==> src/rtl/spm_disp_pkg.sv <==
// spm_disp_pkg: shared FSM states, segment constants and BCD glyph lookup
package spm_disp_pkg;
  typedef enum logic [1:0] {IDLE, CONV, LOAD} state_t;
  localparam logic [6:0] SEG_BLANK = 7'h7F;
  localparam logic [6:0] SEG_MINUS = 7'b0111111;
  function automatic logic [6:0] bcd_to_seg(input logic [3:0] d);
    case (d)
      4'd0: return 7'b1000000;
      4'd1: return 7'b1111001;
      4'd2: return 7'b0100100;
      4'd3: return 7'b0110000;
      4'd4: return 7'b0011001;
      4'd5: return 7'b0010010;
      4'd6: return 7'b0000010;
      4'd7: return 7'b1111000;
      4'd8: return 7'b0000000;
      4'd9: return 7'b0010000;
      default: return SEG_BLANK;
    endcase
  endfunction
endpackage

==> src/rtl/spm_result_display_if.sv <==
// spm_result_display_if: product strobe from the multiplier and display pins
interface spm_result_display_if;
  logic [15:0] prod;
  logic        prod_valid;
  logic [1:0]  scroll;
  logic        busy;
  logic [3:0]  an;
  logic [6:0]  seg;
  logic        dp;
  modport master (output prod, prod_valid, scroll, input busy, an, seg, dp);
  modport slave  (input prod, prod_valid, scroll, output busy, an, seg, dp);
endinterface

==> src/rtl/bin2bcd_seq.sv <==
// bin2bcd_seq: signed 16-bit to sign + 5 BCD digits, one double-dabble step per clk
module bin2bcd_seq
  import spm_disp_pkg::*;
(
  input  logic        clk,
  input  logic        rst,
  input  logic        start,
  input  logic [15:0] bin,
  output logic        busy,
  output logic        done,
  output logic        neg,
  output logic [19:0] bcd
);
  state_t      state;
  logic [15:0] mag;
  logic [3:0]  cnt;
  logic [19:0] adj;
  always_comb begin
    adj = bcd;
    for (int i = 0; i < 5; i++)
      adj[4*i +: 4] = bcd[4*i +: 4] >= 4'd5 ? bcd[4*i +: 4] + 4'd3 : bcd[4*i +: 4];
  end
  always_ff @(posedge clk or posedge rst)
    if (rst) begin
      state <= IDLE;
      busy  <= 1'b0;
      done  <= 1'b0;
      neg   <= 1'b0;
      mag   <= '0;
      bcd   <= '0;
      cnt   <= '0;
    end else
      case (state)
        IDLE: if (start) begin
          mag   <= bin[15] ? 16'(-bin) : bin;
          neg   <= bin[15];
          bcd   <= '0;
          cnt   <= 4'd15;
          busy  <= 1'b1;
          state <= CONV;
        end
        CONV: begin
          {bcd, mag} <= {adj, mag} << 1;
          cnt        <= cnt - 4'd1;
          done       <= cnt == 4'd0;
          state      <= cnt == 4'd0 ? LOAD : CONV;
        end
        LOAD: begin
          busy  <= 1'b0;
          done  <= 1'b0;
          state <= IDLE;
        end
        default: state <= IDLE;
      endcase
endmodule

==> src/rtl/spm_result_display.sv <==
// spm_result_display: converts the SPM product to decimal and scans it onto a
// 4-digit 7-segment display with a selectable 4-of-6 character window
module spm_result_display
  import spm_disp_pkg::*;
#(
  parameter int PW            = 16,
  parameter bit AN_ACTIVE_LOW = 1
) (
  input logic clk,
  input logic rst,
  input logic scan_clk,
  spm_result_display_if.slave bus
);
  localparam logic [3:0] AN_OFF = AN_ACTIVE_LOW ? 4'hF : 4'h0;
  logic [PW-1:0] prod;
  logic          s1, s2, s3, scan_tick;
  logic          done, neg, disp_neg;
  logic [19:0]   bcd, disp_bcd;
  logic [4:0]    nz;
  logic [6:0]    chr [6];
  logic [2:0]    pos;
  logic [1:0]    idx;
  logic [3:0]    an_r;
  logic [6:0]    seg_r;
  assign prod      = bus.prod;
  assign scan_tick = s2 & ~s3;
  assign bus.an    = an_r;
  assign bus.seg   = seg_r;
  assign bus.dp    = 1'b1;
  bin2bcd_seq u_conv (
    .clk, .rst, .start(bus.prod_valid), .bin(prod),
    .busy(bus.busy), .done, .neg, .bcd
  );
  always_ff @(posedge clk or posedge rst)
    if (rst) {s1, s2, s3} <= '0;
    else {s1, s2, s3} <= {scan_clk, s1, s2};
  // Double buffer: the scan only ever sees completed conversions
  always_ff @(posedge clk or posedge rst)
    if (rst) begin
      disp_bcd <= '0;
      disp_neg <= 1'b0;
    end else if (done) begin
      disp_bcd <= bcd;
      disp_neg <= neg;
    end
  always_comb begin
    for (int i = 0; i < 5; i++) nz[i] = disp_bcd[4*i +: 4] != 4'd0;
    chr[0] = bcd_to_seg(disp_bcd[3:0]);
    for (int i = 1; i < 5; i++)
      chr[i] = (nz >> i) != 5'd0 ? bcd_to_seg(disp_bcd[4*i +: 4]) : SEG_BLANK;
    chr[5] = disp_neg && nz != 5'd0 ? SEG_MINUS : SEG_BLANK;
    pos = {1'b0, idx} + (bus.scroll[1] ? 3'd2 : {2'b0, bus.scroll[0]});
  end
  always_ff @(posedge clk or posedge rst)
    if (rst) begin
      idx   <= '0;
      an_r  <= AN_OFF;
      seg_r <= SEG_BLANK;
    end else if (scan_tick) begin
      an_r  <= AN_ACTIVE_LOW ? ~(4'b0001 << idx) : 4'b0001 << idx;
      seg_r <= chr[pos];
      idx   <= idx + 2'd1;
    end
endmodule

==> src/flat_wrapper.sv <==
// flat-port wrapper written by rule: the top's interface ports become plain ports
module spm_result_display_flat import spm_disp_pkg::*;
#(
  parameter int PW            = 16,
  parameter bit AN_ACTIVE_LOW = 1
)
  (clk, rst, scan_clk, bus_prod, bus_prod_valid, bus_scroll, bus_busy, bus_an, bus_seg, bus_dp);
  spm_result_display_if bus_i ();
  input logic clk;
  input logic rst;
  input logic scan_clk;
  input wire logic [$bits(bus_i.prod)-1:0] bus_prod;
  input wire logic [$bits(bus_i.prod_valid)-1:0] bus_prod_valid;
  input wire logic [$bits(bus_i.scroll)-1:0] bus_scroll;
  output wire logic [$bits(bus_i.busy)-1:0] bus_busy;
  output wire logic [$bits(bus_i.an)-1:0] bus_an;
  output wire logic [$bits(bus_i.seg)-1:0] bus_seg;
  output wire logic [$bits(bus_i.dp)-1:0] bus_dp;
  assign bus_i.prod = bus_prod;
  assign bus_i.prod_valid = bus_prod_valid;
  assign bus_i.scroll = bus_scroll;
  assign bus_busy = bus_i.busy;
  assign bus_an = bus_i.an;
  assign bus_seg = bus_i.seg;
  assign bus_dp = bus_i.dp;
  spm_result_display #(.PW(PW), .AN_ACTIVE_LOW(AN_ACTIVE_LOW)) u_core (.clk(clk), .rst(rst), .scan_clk(scan_clk), .bus(bus_i));
endmodule
==> config.mk <==
export PLATFORM = sky130hd
export DESIGN_NAME = spm_result_display_flat
export DESIGN_NICKNAME = d
export VERILOG_FILES = /design/src/rtl/spm_disp_pkg.sv /design/src/rtl/spm_result_display_if.sv /design/src/rtl/bin2bcd_seq.sv /design/src/rtl/spm_result_display.sv /design/src/flat_wrapper.sv
export SDC_FILE = /design/constraint.sdc
export NUM_CORES = 1
export LEC_CHECK = 0
export CORE_ASPECT_RATIO = 0.9
export CORE_UTILIZATION = 60
export DETAILED_ROUTE_END_ITERATION = 10
export PLACE_DENSITY = 0.84
export SYNTH_ARGS = -nofsm -noshare
export SYNTH_HDL_FRONTEND = slang
export SYNTH_SLANG_ARGS = --single-unit
==> constraint.sdc <==
create_clock -name clk -period 3.7 [get_ports clk]
set_input_delay 0.74 -clock clk [delete_from_list [all_inputs] [get_ports clk]]
set_output_delay 0.74 -clock clk [all_outputs]
set_load 0.005 [all_outputs]
======== After elaboration in Yosys (flattened, before gate mapping) ========
Memory sizes are Yosys's and may differ from the RTL's.
Index checks and enable logic that the tools add are counted.
cells by class
  $lt $le $gt $ge ......................... 6
  div/mod/pow operators ................... 0
  bitwise gates (word level) .............. 4
  shift-type cells ........................ 1
  mux-type cells .......................... 27
  reduce and logical (&&, ||, !) cells .... 18
  eq/ne operators ......................... 3
  $mul .................................... 0
  add/subtract/negate cells ............... 9
operators by type and width
  kind                                                                                 count
  7-bit 2-to-1 mux                                                                     7
  20-bit case mux with 2 select lines                                                  1
  16-bit 2-to-1 mux                                                                    2
  16-bit case mux with 2 select lines                                                  1
  7-bit binary-select mux with 3-bit select                                            1
  4-bit by 3-bit greater-or-equal comparator with 1-bit output, second input constant  5
  20-bit 2-to-1 mux                                                                    1
  4-bit 2-to-1 mux                                                                     5
  4-bit nonzero test                                                                   5
  5-bit nonzero test                                                                   4
  4-bit by 2-bit adder with 4-bit output, second input constant                        4
  16-bit negation                                                                      1
  4-bit case mux with 2 select lines                                                   1
  2-bit 2-to-1 mux                                                                     3
  2-bit AND reduction                                                                  3
  2-bit nonzero test                                                                   3
  4-bit greater-or-equal comparator, second input constant                             1
  4-bit zero test                                                                      1
  3-bit NOT with 4-bit output                                                          1
  4-bit NOT                                                                            1
  1-bit case mux with 2 select lines                                                   2
  2-bit case mux with 2 select lines                                                   1
  1-bit by 2-bit << shifter with 4-bit output, first input constant                    1
  4-bit by 1-bit subtractor with 4-bit output, second input constant                   1
  12 further kinds                                                                     12
word-level totals
  logic and storage cells ................. 88
  bits of input ports ..................... 22
  bits in writable memories ............... 0
  output and inout bits ................... 13
  bits in registers ....................... 82
  bits in latches ......................... 0
  ROM bits ................................ 560
  memories kept ........................... 5
memory list
  memory           depth  bits a word  rd ports  clocked after Yosys merged registers in  wr ports  line               source
  (no name shown)  16     7            1         0                                        0         spm_disp_pkg.sv:7  case (d)
  (no name shown)  16     7            1         0                                        0         spm_disp_pkg.sv:7
  (no name shown)  16     7            1         0                                        0         spm_disp_pkg.sv:7
  (no name shown)  16     7            1         0                                        0         spm_disp_pkg.sv:7
  (no name shown)  16     7            1         0                                        0         spm_disp_pkg.sv:7

======== Longest topological paths before layout ========
Gate-level depths: netlist of run 1.
  depth after elaboration ................. 7
  gate-level depth with buffers ........... 9
  depth with buffers taken out ............ 9

======== Cells and area by module ========
From an unflattened synthesis of run 1, not the netlist that was laid out.
second synthesis, totals
  cells, all modules ...................... 578
  area, all modules ....................... 5308.8 µm²
by module, submodules not included
  module              times used  area each (µm²)  seq. area each (µm²)  cells each
  spm_result_display  1           2735.1           939.7                 306
  bin2bcd_seq         1           2573.7           1126.1                272

======== Least setup slack after synthesis of run 1 ========
OpenSTA, ideal clock, no wires.
  path kind ............................... input port to flip-flop
  from .................................... input port bus_scroll[0]
  to ...................................... register u_core.seg_r[3], in the netlist u_core.bus.seg[3]
  data arrival time ....................... 2.387 ns
  path slack .............................. 1.232 ns
  stages on the path ...................... 8
  required time ........................... 3.618 ns
  path buffers ............................ 0
  setup time .............................. 0.082 ns
  path through ............................ nor2b_1 ha_1 inv_1 fa_1 inv_1 nor3_1 o221ai_1 o211ai_1
on the way
  cells in the longest elaborated chain, start to end .. 6
ends and longest elaborated chain
  element                                               line                      source
  start: declaration                                    flat_wrapper.sv:14        input wire logic [$bits(bus_i.scroll)-1:0] bus_scroll;
  2-bit 2-to-1 mux                                      spm_result_display.sv:52  pos = {1'b0, idx} + (bus.scroll[1] ? 3'd2 : {2'b0, bus.scroll[0]});
  2-bit by 3-bit adder with 3-bit output                spm_result_display.sv:52
  3-bit NOT with 4-bit output (implied by the code)     spm_result_display.sv:61  seg_r <= chr[pos];
  7-bit binary-select mux with 3-bit select             spm_result_display.sv:61
  7-bit 2-to-1 mux (implied by the code) (2 in series)  spm_result_display.sv:61
  end signal: assignment                                spm_result_display.sv:61
  end: declaration                                      spm_result_display.sv:24  logic [6:0] seg_r;
Every way passes these cells. The select of a mux whose other input is x is not followed.
A chain may end at the register's enable or synchronous reset.

======== Worst setup path after layout of run 1 ========
  from .................................... input port bus_scroll[0]
  to ...................................... register u_core.seg_r[1], in the netlist u_core.bus.seg[1]
The elaborated chain is that of the path after synthesis.

==> metrics.cfg, run 1 <==
[run_status]
status = completed

[finish]
final_core_util = 0.710
fin_cells = 717
drive_above_1_share = 0.0864
syn_to_final_growth_pct = 11.9
fill_cells = 630
n_antenna_cell = 0
num-nets-final = 665
finalInstanceArea_mm2 = 0.00584

[die]
die_h_um = 90.5
core_mm2 = 0.00822
die_w_um = 100
io-pin-count = 35
start_util = 0.635
rows = 31
die-area_mm2 = 0.00908

[setup_path]
crit_path_max_fanout = 6
cpPeakStageDelay_ps = 600
r2r_setup_slack_ps = 1110
crit_top_cell = inv_1
worstPathArrival_ps = 2990
crit_buf_inv = 3
cp_slowest_cell = fa_1
end_kind = flip-flop
crit_family = adder cells
crit_chain = clkdlybuf4s50_1 -> nor2b_1 -> ha_1 -> inv_1 -> fa_1 -> inv_1 -> nor3_1 -> a22oi_1 -> o211ai_1
worstSetupStartpointType = input port
cp.required_ps = 3990
worstSetupPathType = in -> reg

[power_and_ir_drop]
max-vdd-ir-drop_uv = 361
power_leakage_nw = 2.51
power_density_mw_per_mm2 = 830

[cts]
clk_pin_slew_ps = 80
htree_levels = 3
cts_buffers = 9
root_buffer = clkbuf_8
insertion_delay_ps = 370
cts_buffer_depth = 2
hold_buffers = 0
cts_tree = done
cts_sinks = 82
cts_resized = 0
cts_setup_buffers = 0

[synthesis]
ys_warn_count = 0
ys.flop_type = dfrtp_1
ys_seq_area_frac = 0.396
ys_seq_elements = 82
syn-num-nets = 647
synth_area_mm2 = 0.00522
ys_async_sr_fraction = 1.00
synth_edf_count = 0
synth_cell_type_count = 55
netlist_instances = 579
synth.avg_cell_area_um2 = 9.02

[placement]
gp_congestion = 0.924
dp_hpwl_um = 8230
dpl-instance-area_mm2 = 0.00563
post-place-cells = 701
portBuffers = 33

[detailed_routing]
firstDrtPassIters = 5
ant_nets = 0
post_drt_wl_per_cell_um = 15.6
drt_iter0_markers = 347
viasPerCell = 6.07
remaining_drc_errors = 0
routed_wl_um = 11200
vias = 4350

[global_routing]
grt_pass1_vias = 4234
antenna_found_initial = 0
grtUsageTotal = 0.273
grt_pass1_wl_um = 19500
grt_max_degree = 45
grt_overflow = 0

[sta]
setup_viol = 0
fin_worst_skew_ps = 6.89
slew_headroom = 0.235
min_period_over_period = 0.728
tightest_slew_ps = 1130
fin_tns_setup_ps = 0
min_period_ps = 2690
hold_viol = 0
rsz0062_at_grt = no
max_freq_ghz = 0.371
drv_slew = 0

[run]
cap_violations = 0

[worst_hold_path]
hold_class = reg -> reg

[final cells by class]
type / instances / area [µm²] / share of cell area
clock buffers: 10 / 138 / 0.0236
repair buffers: 39 / 388 / 0.0664
multi-input cells: 425 / 2880 / 0.493
well taps: 115 / 144 / 0.0246
clock inverters: 6 / 72.6 / 0.0124
flip-flops and latches: 82 / 2070 / 0.354
inverters: 40 / 151 / 0.0259
[state kept, by name, indices dropped and copies added (netlist names)]
signal	cells
u_core.disp_bcd	20
u_core.u_conv.bcd	20
u_core.u_conv.mag	16
u_core.bus.seg	7
u_core.bus.an	4
u_core.u_conv.cnt	4
u_core.idx	2
u_core.u_conv.state	2
u_core.disp_neg	1
u_core.s1	1
u_core.s2	1
u_core.s3	1
u_core.u_conv.busy	1
u_core.u_conv.done	1
u_core.u_conv.neg	1
[path summary, 6_finish.rpt]
kind,endpoint,startpoint,cells past startpoint
max in group asynchronous,u_core.u_conv.bcd[6]$_DFFE_PP0P_,rst,3
min reg2reg,u_core.s2$_DFF_PP0_,u_core.s1$_DFF_PP0_,0
min in group asynchronous,u_core.u_conv.state[0]$_DFFE_PP0P_,rst,2
max,u_core.bus.seg[1]$_DFFE_PP1P_,bus_scroll[0],9
max reg2reg,u_core.bus.seg[0]$_DFFE_PP1P_,u_core.disp_bcd[17]$_DFFE_PP0P_,6
min,u_core.s2$_DFF_PP0_,u_core.s1$_DFF_PP0_,0
[Yosys cell counts (3+ instances only)]
| cell type | count | share of area |
|---|---|---|
| dfrtp_1 | 71 | 0.34 |
| o21ai_0 | 57 | 0.055 |
| nand2_1 | 56 | 0.040 |
| ha_1 | 45 | 0.11 |
| a21oi_1 | 42 | 0.040 |
| inv_1 | 40 | 0.029 |
| nor2_1 | 39 | 0.028 |
| clkbuf_1 | 28 | 0.020 |
| o22ai_1 | 18 | 0.022 |
| xnor2_1 | 16 | 0.027 |
| nand2b_1 | 15 | 0.018 |
| mux2i_1 | 13 | 0.025 |
| dfstp_2 | 11 | 0.055 |
| mux2_2 | 11 | 0.024 |
| nor3_1 | 9 | 0.0086 |
| o211ai_1 | 9 | 0.013 |
| o31ai_1 | 9 | 0.013 |
| a22oi_1 | 8 | 0.012 |
| o221ai_1 | 7 | 0.012 |
| nor3b_1 | 6 | 0.0086 |
| a32o_1 | 5 | 0.0096 |
| nand3_1 | 5 | 0.0048 |
| nor2b_1 | 5 | 0.0060 |
| xor2_1 | 5 | 0.0084 |
| or3_1 | 4 | 0.0048 |
| a211oi_1 | 3 | 0.0043 |
| a21o_1 | 3 | 0.0043 |
| a31oi_1 | 3 | 0.0036 |
| buf_1 | 3 | 0.0022 |
| o21ai_1 | 3 | 0.0029 |
[placed cells by master (no fill, tap or decap), types with 4 or more instances in the layout]
| cell | netlist | layout |
|---|---|---|
| a21oi_1 | 42 | 42 |
| a22oi_1 | 8 | 8 |
| a32o_1 | 5 | 5 |
| buf_4 | 1 | 5 |
| clkbuf_8 | 0 | 10 |
| clkdlybuf4s50_1 | 0 | 33 |
| dfrtp_1 | 71 | 71 |
| dfstp_2 | 11 | 11 |
| ha_1 | 45 | 45 |
| inv_1 | 40 | 39 |
| mux2_2 | 11 | 11 |
| mux2i_1 | 13 | 13 |
| nand2_1 | 56 | 56 |
| nand2b_1 | 15 | 15 |
| nand3_1 | 5 | 5 |
| nor2_1 | 39 | 39 |
| nor2b_1 | 5 | 5 |
| nor3_1 | 9 | 9 |
| nor3b_1 | 6 | 6 |
| o211ai_1 | 9 | 9 |
| o21ai_0 | 57 | 57 |
| o221ai_1 | 7 | 7 |
| o22ai_1 | 18 | 18 |
| o31ai_1 | 9 | 9 |
| or3_1 | 4 | 4 |
| xnor2_1 | 16 | 16 |
| xor2_1 | 5 | 5 |
[stage by stage]
step / hold slack [ps] / power [mW] / worst slack [ps]
finish: 362 / 4.85 / 1010
global route: 381 / 5.26 / 881
detailed placement: 339 / 4.13 / 665
CTS: 368 / 4.83 / 1050
floorplan: 331 / 3.43 / 870
global placement: 345 / 4.00 / 642
[routing by layer]
layer / part of all wire / wire length, µm / track usage
met1: 0.45 / 5000 / 0.349
met2: 0.48 / 5360 / 0.448
met3: 0.046 / 517 / 0.0557
met4: 0.026 / 286 / 0.120
met5: 0 / 0 / 0
[kinds of logic after synthesis]
family | after synthesis | synth area share
AOI/OAI and AO/OA | 181 | 0.217
and+or+nand+nor | 152 | 0.139
DFF | 82 | 0.396
buffers and inverters | 72 | 0.0525
adders and majority gates | 46 | 0.112
muxes | 24 | 0.0486
xor gates and xnor gates | 21 | 0.0352
other | 1 | 0.000718
[power breakdown]
part	switching (mW)	internal, mW	total (mW)
Clock	0.351	0.338	0.690
Combinational	1.35	1.06	2.41
Sequential	0.435	1.31	1.74
Total	2.14	2.71	4.85
(Power assumes the default switching activity.)
==> run 2, diff against run 1 <==
- clock period: 3.7 -> 2.6 ns (I/O delays scaled with it)
==> run 2 against run 1 <==
  * Largest power group unchanged
  * Utilization increased by 2.7 points
  * Clock skew rose by 1.3 ps
  * Highest routed layer unchanged
  * Register-to-register slack got worse by 860 ps
  * Critical path depth is 1 higher
  * Sequential power up 42%
  * Flip-flop and latch count unchanged
  * Non-clock buffer count grew 24
  * Sequential share of layout area decreased by 1.3 points
  * Via count increased by 2.2%
  * Hold slack better by 2.9 ps
  * Cell area increased by 3.9%
  * Final cell count grew 3.3%
==> metrics.cfg, run 2 (same netlist as run 1, synthesis figures left out) <==
[run_status]
status = completed

[cts]
cts_sinks = 82  ; unchanged
insertion_delay_ps = 360  ; about the same
cts_buffers = 9  ; unchanged
cts_tree = done
htree_levels = 3  ; unchanged
cts_buffer_depth = 2  ; unchanged
clk_pin_slew_ps = 90  ; about the same
cts_resized = 0  ; unchanged
root_buffer = clkbuf_8

[die]
io-pin-count = 35  ; unchanged
die_h_um = 90.5  ; unchanged
core_mm2 = 0.00822  ; unchanged
die-area_mm2 = 0.00908  ; unchanged
die_w_um = 100  ; unchanged
start_util = 0.635  ; unchanged
rows = 31  ; unchanged

[finish]
syn_to_final_growth_pct = 16.2
fin_cells = 741  ; +3.3%
drive_above_1_share = 0.121  ; +0.0350
num-nets-final = 689  ; +3.6%
n_antenna_cell = 0  ; unchanged
layout_common_cells = dfrtp_1 (71), o21ai_0 (57), nand2_1 (56)
mostFrequentLayoutCell = dfrtp_1
final_core_util = 0.738  ; +0.0274
top_regs = u_core.disp_bcd: 20 flops, u_core.u_conv.bcd: 20 flops, u_core.u_conv.mag: 16 flops
finalInstanceArea_mm2 = 0.00607  ; +3.9%

[power_and_ir_drop]
netSwitchingFraction = 0.428  ; -0.0127
combPwrFrac = 0.509  ; +0.011
power_density_mw_per_mm2 = 1210  ; +45%
power_leakage_nw = 2.64  ; +5.3%
clkPwrFrac = 0.153  ; +0.011
internal-power_mw = 4.18  ; +54%
max-vdd-ir-drop_uv = 571  ; +58%
power_frac_seq = 0.338  ; -0.022
p_switching_mw = 3.13  ; +47%

[placement]
portBuffers = 33  ; unchanged
post-place-cells = 723  ; +3.1%
dpl-instance-area_mm2 = 0.00581  ; +3.2%
gp_congestion = 0.948  ; +2.7%
dp_hpwl_um = 8730  ; +6.0%

[worst_hold_path]
min_to = u_core.s2$_DFF_PP0_
min_from = u_core.s1$_DFF_PP0_
hold_depth = 0  ; unchanged
hold_class = reg -> reg

[setup_path]
worstSetupStartpointType = input port
r2r_end = u_core.bus.seg[1]$_DFFE_PP1P_
crit_path_max_fanout = 3  ; -3
reg2reg_from = u_core.disp_bcd[17]$_DFFE_PP0P_
crit_buf_inv = 2  ; -1
end_kind = flip-flop
cp_slowest_cell = fa_1
crit_chain = clkdlybuf4s50_1 -> nor2b_1 -> ha_1 -> inv_1 -> fa_1 -> nor3b_1 -> o311ai_0 -> a31oi_1 -> o22ai_1 -> o211ai_1
cp.required_ps = 2890  ; -1100 ps
r2r_setup_slack_ps = 250  ; -860 ps
ff2ff_path_depth = 8  ; +2
crit_family = adder cells
worstPathArrival_ps = 2660  ; -330 ps
cpPeakStageDelay_ps = 510  ; -90 ps
worstSetupPathType = in -> reg

[detailed_routing]
firstDrtPassIters = 5  ; unchanged
viasPerCell = 6.00  ; -1.1%
remaining_drc_errors = 0  ; unchanged
ant_nets = 0  ; unchanged
drt_iter0_markers = 402  ; +16%
post_drt_wl_per_cell_um = 16.2  ; +3.8%
routed_wl_um = 12000  ; +7.2%
vias = 4444  ; +2.2%

[global_routing]
grt_max_degree = 32  ; -29%
grt_pass1_wl_um = 20100  ; +2.9%
grt_overflow = 0  ; unchanged
grtUsageTotal = 0.279  ; +0.00565
grt_pass1_vias = 4320  ; +2.0%
antenna_found_initial = 0  ; unchanged

[sta]
min_period_ps = 2380
drv_slew = 0  ; unchanged
rsz0062_at_grt = no
slew_headroom = 0.404  ; +0.169
fin_worst_skew_ps = 8.14  ; +1.25 ps
tightest_slew_ps = 894  ; -238 ps
setup_viol = 0  ; unchanged
hold_viol = 0  ; unchanged
min_period_over_period = 0.914
max_freq_ghz = 0.421

[run]
cap_violations = 0  ; unchanged

run 2: worst max-delay path by stage:
| stage | start | endpoint | slack [ps] | cells after the start |
|---|---|---|---|---|
| after floorplan | bus_scroll[0] | u_core.bus.seg[3]$_DFFE_PP1P_ | 350 | 8 |
| after global placement | bus_scroll[0] | u_core.bus.seg[3]$_DFFE_PP1P_ | 20 | 10 |
| after detailed placement | bus_scroll[0] | u_core.bus.seg[6]$_DFFE_PP1P_ | -110 | 10 |
| after CTS | u_core.disp_bcd[17]$_DFFE_PP0P_ | u_core.bus.seg[0]$_DFFE_PP1P_ | 210 | 7 |
| after global routing | u_core.disp_bcd[17]$_DFFE_PP0P_ | u_core.bus.seg[5]$_DFFE_PP1P_ | 60 | 7 |
| final | bus_scroll[0] | u_core.bus.seg[6]$_DFFE_PP1P_ | 220 | 10 |
run 2: what timing repair did:
item | 4_1_cts | 5_1_grt
hold buffers | 0 | 0
setup endpoints to repair | 0 | 1
setup buffers | 0 | 2
run 2: worst register-to-register path, delay by kind of cell, from the launching register on:
kind | cells | cell delay, ps
AO/OA/AOI/OAI | 3 | 970
buffers and inverters | 2 | 390
flip-flops | 1 | 430
AND/OR/NAND/NOR | 2 | 200
adder cells (fa/ha/maj) | 1 | 280
run 2: cell type report:
class	count	area, µm²
Clock buffer	9	124
Clock inverter	7	116
Fill cell	582	2160
Inverter	40	154
Multi-Input combinational cell	425	2880
Sequential cell	82	2070
Tap cell	115	144
Timing Repair Buffer	63	581
run 2: power by group through the flow:
| stage | Clock (mW) | Combinational (mW) | Sequential (mW) |
|---|---|---|---|
| 2_1_floorplan | 0 | 2.65 | 2.23 |
| 3_3_place_gp | 0 | 3.47 | 2.42 |
| 3_5_place_dp | 0 | 3.61 | 2.46 |
| 4_1_cts | 1.12 | 3.65 | 2.45 |
| 5_1_grt | 1.18 | 4.14 | 2.55 |
| 6_report | 1.12 | 3.72 | 2.47 |
run 2: per-layer routing:
layer / vias up / wire [µm] / track usage
li1: 2127 / - / -
met1: 2114 / 5270 / 0.367
met2: 187 / 5850 / 0.466
met3: 16 / 733 / 0.0596
met4: 0 / 121 / 0.0713
met5: - / 0 / 0
run 2: per-stage QoR:
step / power (mW) / hold slack, ps / TNS, ps / setup WS [ps]
6_report: 7.31 / 365 / 0 / 223
5_1_grt: 7.87 / 373 / 0 / 62.2
4_1_cts: 7.23 / 368 / 0 / 214
3_5_place_dp: 6.07 / 348 / -423 / -111
3_3_place_gp: 5.89 / 340 / 0 / 22.1
2_1_floorplan: 4.88 / 331 / 0 / 352
==> run 3, diff against run 2 <==
- clock period: 2.6 -> 3 ns (I/O delays scaled with it)
==> run 3 against run 2 <==
  * Cell area shrank 2.9%
  * Via count fell by 0.86%
  * Die area is the same
  * Global-route usage shrank 0.72 points
  * Clock power down 24%
  * Power shrank 17%
  * Setup slack gained 37 ps
==> metrics.cfg, run 3 (same netlist as run 1, synthesis figures left out) <==
[detailed_routing]
post_drt_wl_per_cell_um = 15.8  ; -2.4%
firstDrtPassIters = 5  ; unchanged
viasPerCell = 6.10  ; +1.8%
vias = 4406  ; -0.86%
drt_iter0_markers = 274  ; -32%
routed_wl_um = 11400  ; -4.9%
remaining_drc_errors = 0  ; unchanged
ant_nets = 0  ; unchanged

[placement]
gp_congestion = 1.01  ; +6.8%
preCtsSetupSlack_ps = 157  ; +268 ps
dp_hpwl_um = 8390  ; -3.9%
portBuffers = 33  ; unchanged

[global_routing]
grt_pass1_wl_um = 19500  ; -3.1%
antenna_found_initial = 0  ; unchanged
grt_max_degree = 57  ; +78%
grt_overflow = 0  ; unchanged
grt_pass1_vias = 4240  ; -1.9%
grtUsageTotal = 0.272  ; -0.00718

[cts]
clk_pin_slew_ps = 80  ; about the same
cts_buffer_depth = 2  ; unchanged
cts_sinks = 82  ; unchanged
cts_resized = 0  ; unchanged
cts_tree = done
root_buffer = clkbuf_8
insertion_delay_ps = 370  ; about the same
htree_levels = 3  ; unchanged
hold_buffers = 0  ; unchanged
cts_setup_buffers = 0  ; unchanged
cts_buffers = 9  ; unchanged

[sta]
holdWs_ps = 367  ; +1.77 ps
drv_slew = 0  ; unchanged
fin_worst_skew_ps = 9.94  ; +1.80 ps
min_period_ps = 2740
tightest_slew_ps = 1040  ; +150 ps
fin_tns_setup_ps = 0  ; unchanged
hold_viol = 0  ; unchanged
setup_viol = 0  ; unchanged
slew_headroom = 0.295  ; -0.109
max_freq_ghz = 0.365
worst_slack_ps = 260  ; +37.3 ps
min_period_over_period = 0.913
rsz0062_at_grt = no

[die]
core_mm2 = 0.00822  ; unchanged
start_util = 0.635  ; unchanged
die-area_mm2 = 0.00908  ; unchanged
die_w_um = 100  ; unchanged
io-pin-count = 35  ; unchanged
die_h_um = 90.5  ; unchanged
rows = 31  ; unchanged

[setup_path]
cp.required_ps = 3290  ; +400 ps
crit_chain = inv_1 -> ha_1 -> nor4bb_1 -> nand3_1 -> o211ai_1 -> o221ai_1 -> a41oi_1
worstSetupPathType = reg -> reg
cpPeakStageDelay_ps = 530  ; +20 ps
cp_slowest_cell = nor4bb_1
end_kind = flip-flop
crit_path_max_fanout = 6  ; +3
worstPathArrival_ps = 3030  ; +370 ps
worstSetupStartpointType = flip-flop

[worst_hold_path]
hold_class = reg -> reg

[finish]
num-nets-final = 670  ; -2.8%
final_core_util = 0.717  ; -0.0213
mostFrequentLayoutCell = dfrtp_1
n_antenna_cell = 0  ; unchanged
syn_to_final_growth_pct = 12.8
fill_cells = 615  ; +5.7%
layout_common_cells = dfrtp_1 (71), o21ai_0 (57), nand2_1 (56)
multi_input_area_mm2 = 0.00288  ; unchanged
register_area_mm2 = 0.00207  ; unchanged
top_regs = u_core.disp_bcd: 20 flops, u_core.u_conv.bcd: 20 flops, u_core.u_conv.mag: 16 flops
drive_above_1_share = 0.0939  ; -0.0275

[power_and_ir_drop]
max-vdd-ir-drop_uv = 564  ; -1.3%
total_power_mw = 6.05  ; -17%
power_density_mw_per_mm2 = 1030  ; -15%
power_leakage_nw = 2.54  ; -3.8%

[run_status]
status = completed

[run]
cap_violations = 0  ; unchanged

run 3: report_power, final:
| part | total, mW | internal [mW] | switching, mW |
|---|---|---|---|
| clock | 0.847 | 0.416 | 0.431 |
| sequential | 2.15 | 1.61 | 0.532 |
| combinational | 3.06 | 1.36 | 1.70 |
run 3: cell type report:
class	count	share of cell area
Clock inverter	6	0.0123
Timing Repair Buffer	44	0.0743
Inverter	40	0.0257
Clock buffer	10	0.0234
Tap cell	115	0.0244
Multi-Input combinational cell	425	0.489
Sequential cell	82	0.351
run 3: final timing paths:
kind / start / endpoint / slack (ps) / cells past startpoint
setup / recovery: u_core.disp_bcd[13]$_DFFE_PP0P_ / u_core.bus.seg[0]$_DFFE_PP1P_ / 260 / 7
hold / removal: u_core.s1$_DFF_PP0_ / u_core.s2$_DFF_PP0_ / 370 / 0
setup reg to reg: u_core.disp_bcd[13]$_DFFE_PP0P_ / u_core.bus.seg[0]$_DFFE_PP1P_ / 260 / 7
hold reg to reg: u_core.s1$_DFF_PP0_ / u_core.s2$_DFF_PP0_ / 370 / 0
max in group asynchronous: rst / u_core.u_conv.bcd[6]$_DFFE_PP0P_ / 1790 / 3
min in group asynchronous: rst / u_core.idx[1]$_DFFE_PP0P_ / 570 / 2
run 3: through the flow:
stage                     instances  cell area (µm²)
after detailed placement        706             5680
after global placement          706             5680
final                           722             5890
after CTS                       722             5890
after floorplan                 579             5220
after global routing            722             5890
run 3: metal layers:
layer	GRT usage	wire, µm
met1	0.338	4860
met2	0.453	5560
met3	0.0635	667
met4	0.111	304
met5	0	0
run 3: critical path, delay by kind of cell, from the launching register on:
kind	cells	cell delay, ps
adder cells (fa/ha/maj)	1	260
AND/OR/NAND/NOR	2	820
flip-flops	1	450
buffers and inverters	1	140
AO/OA/AOI/OAI	3	1000
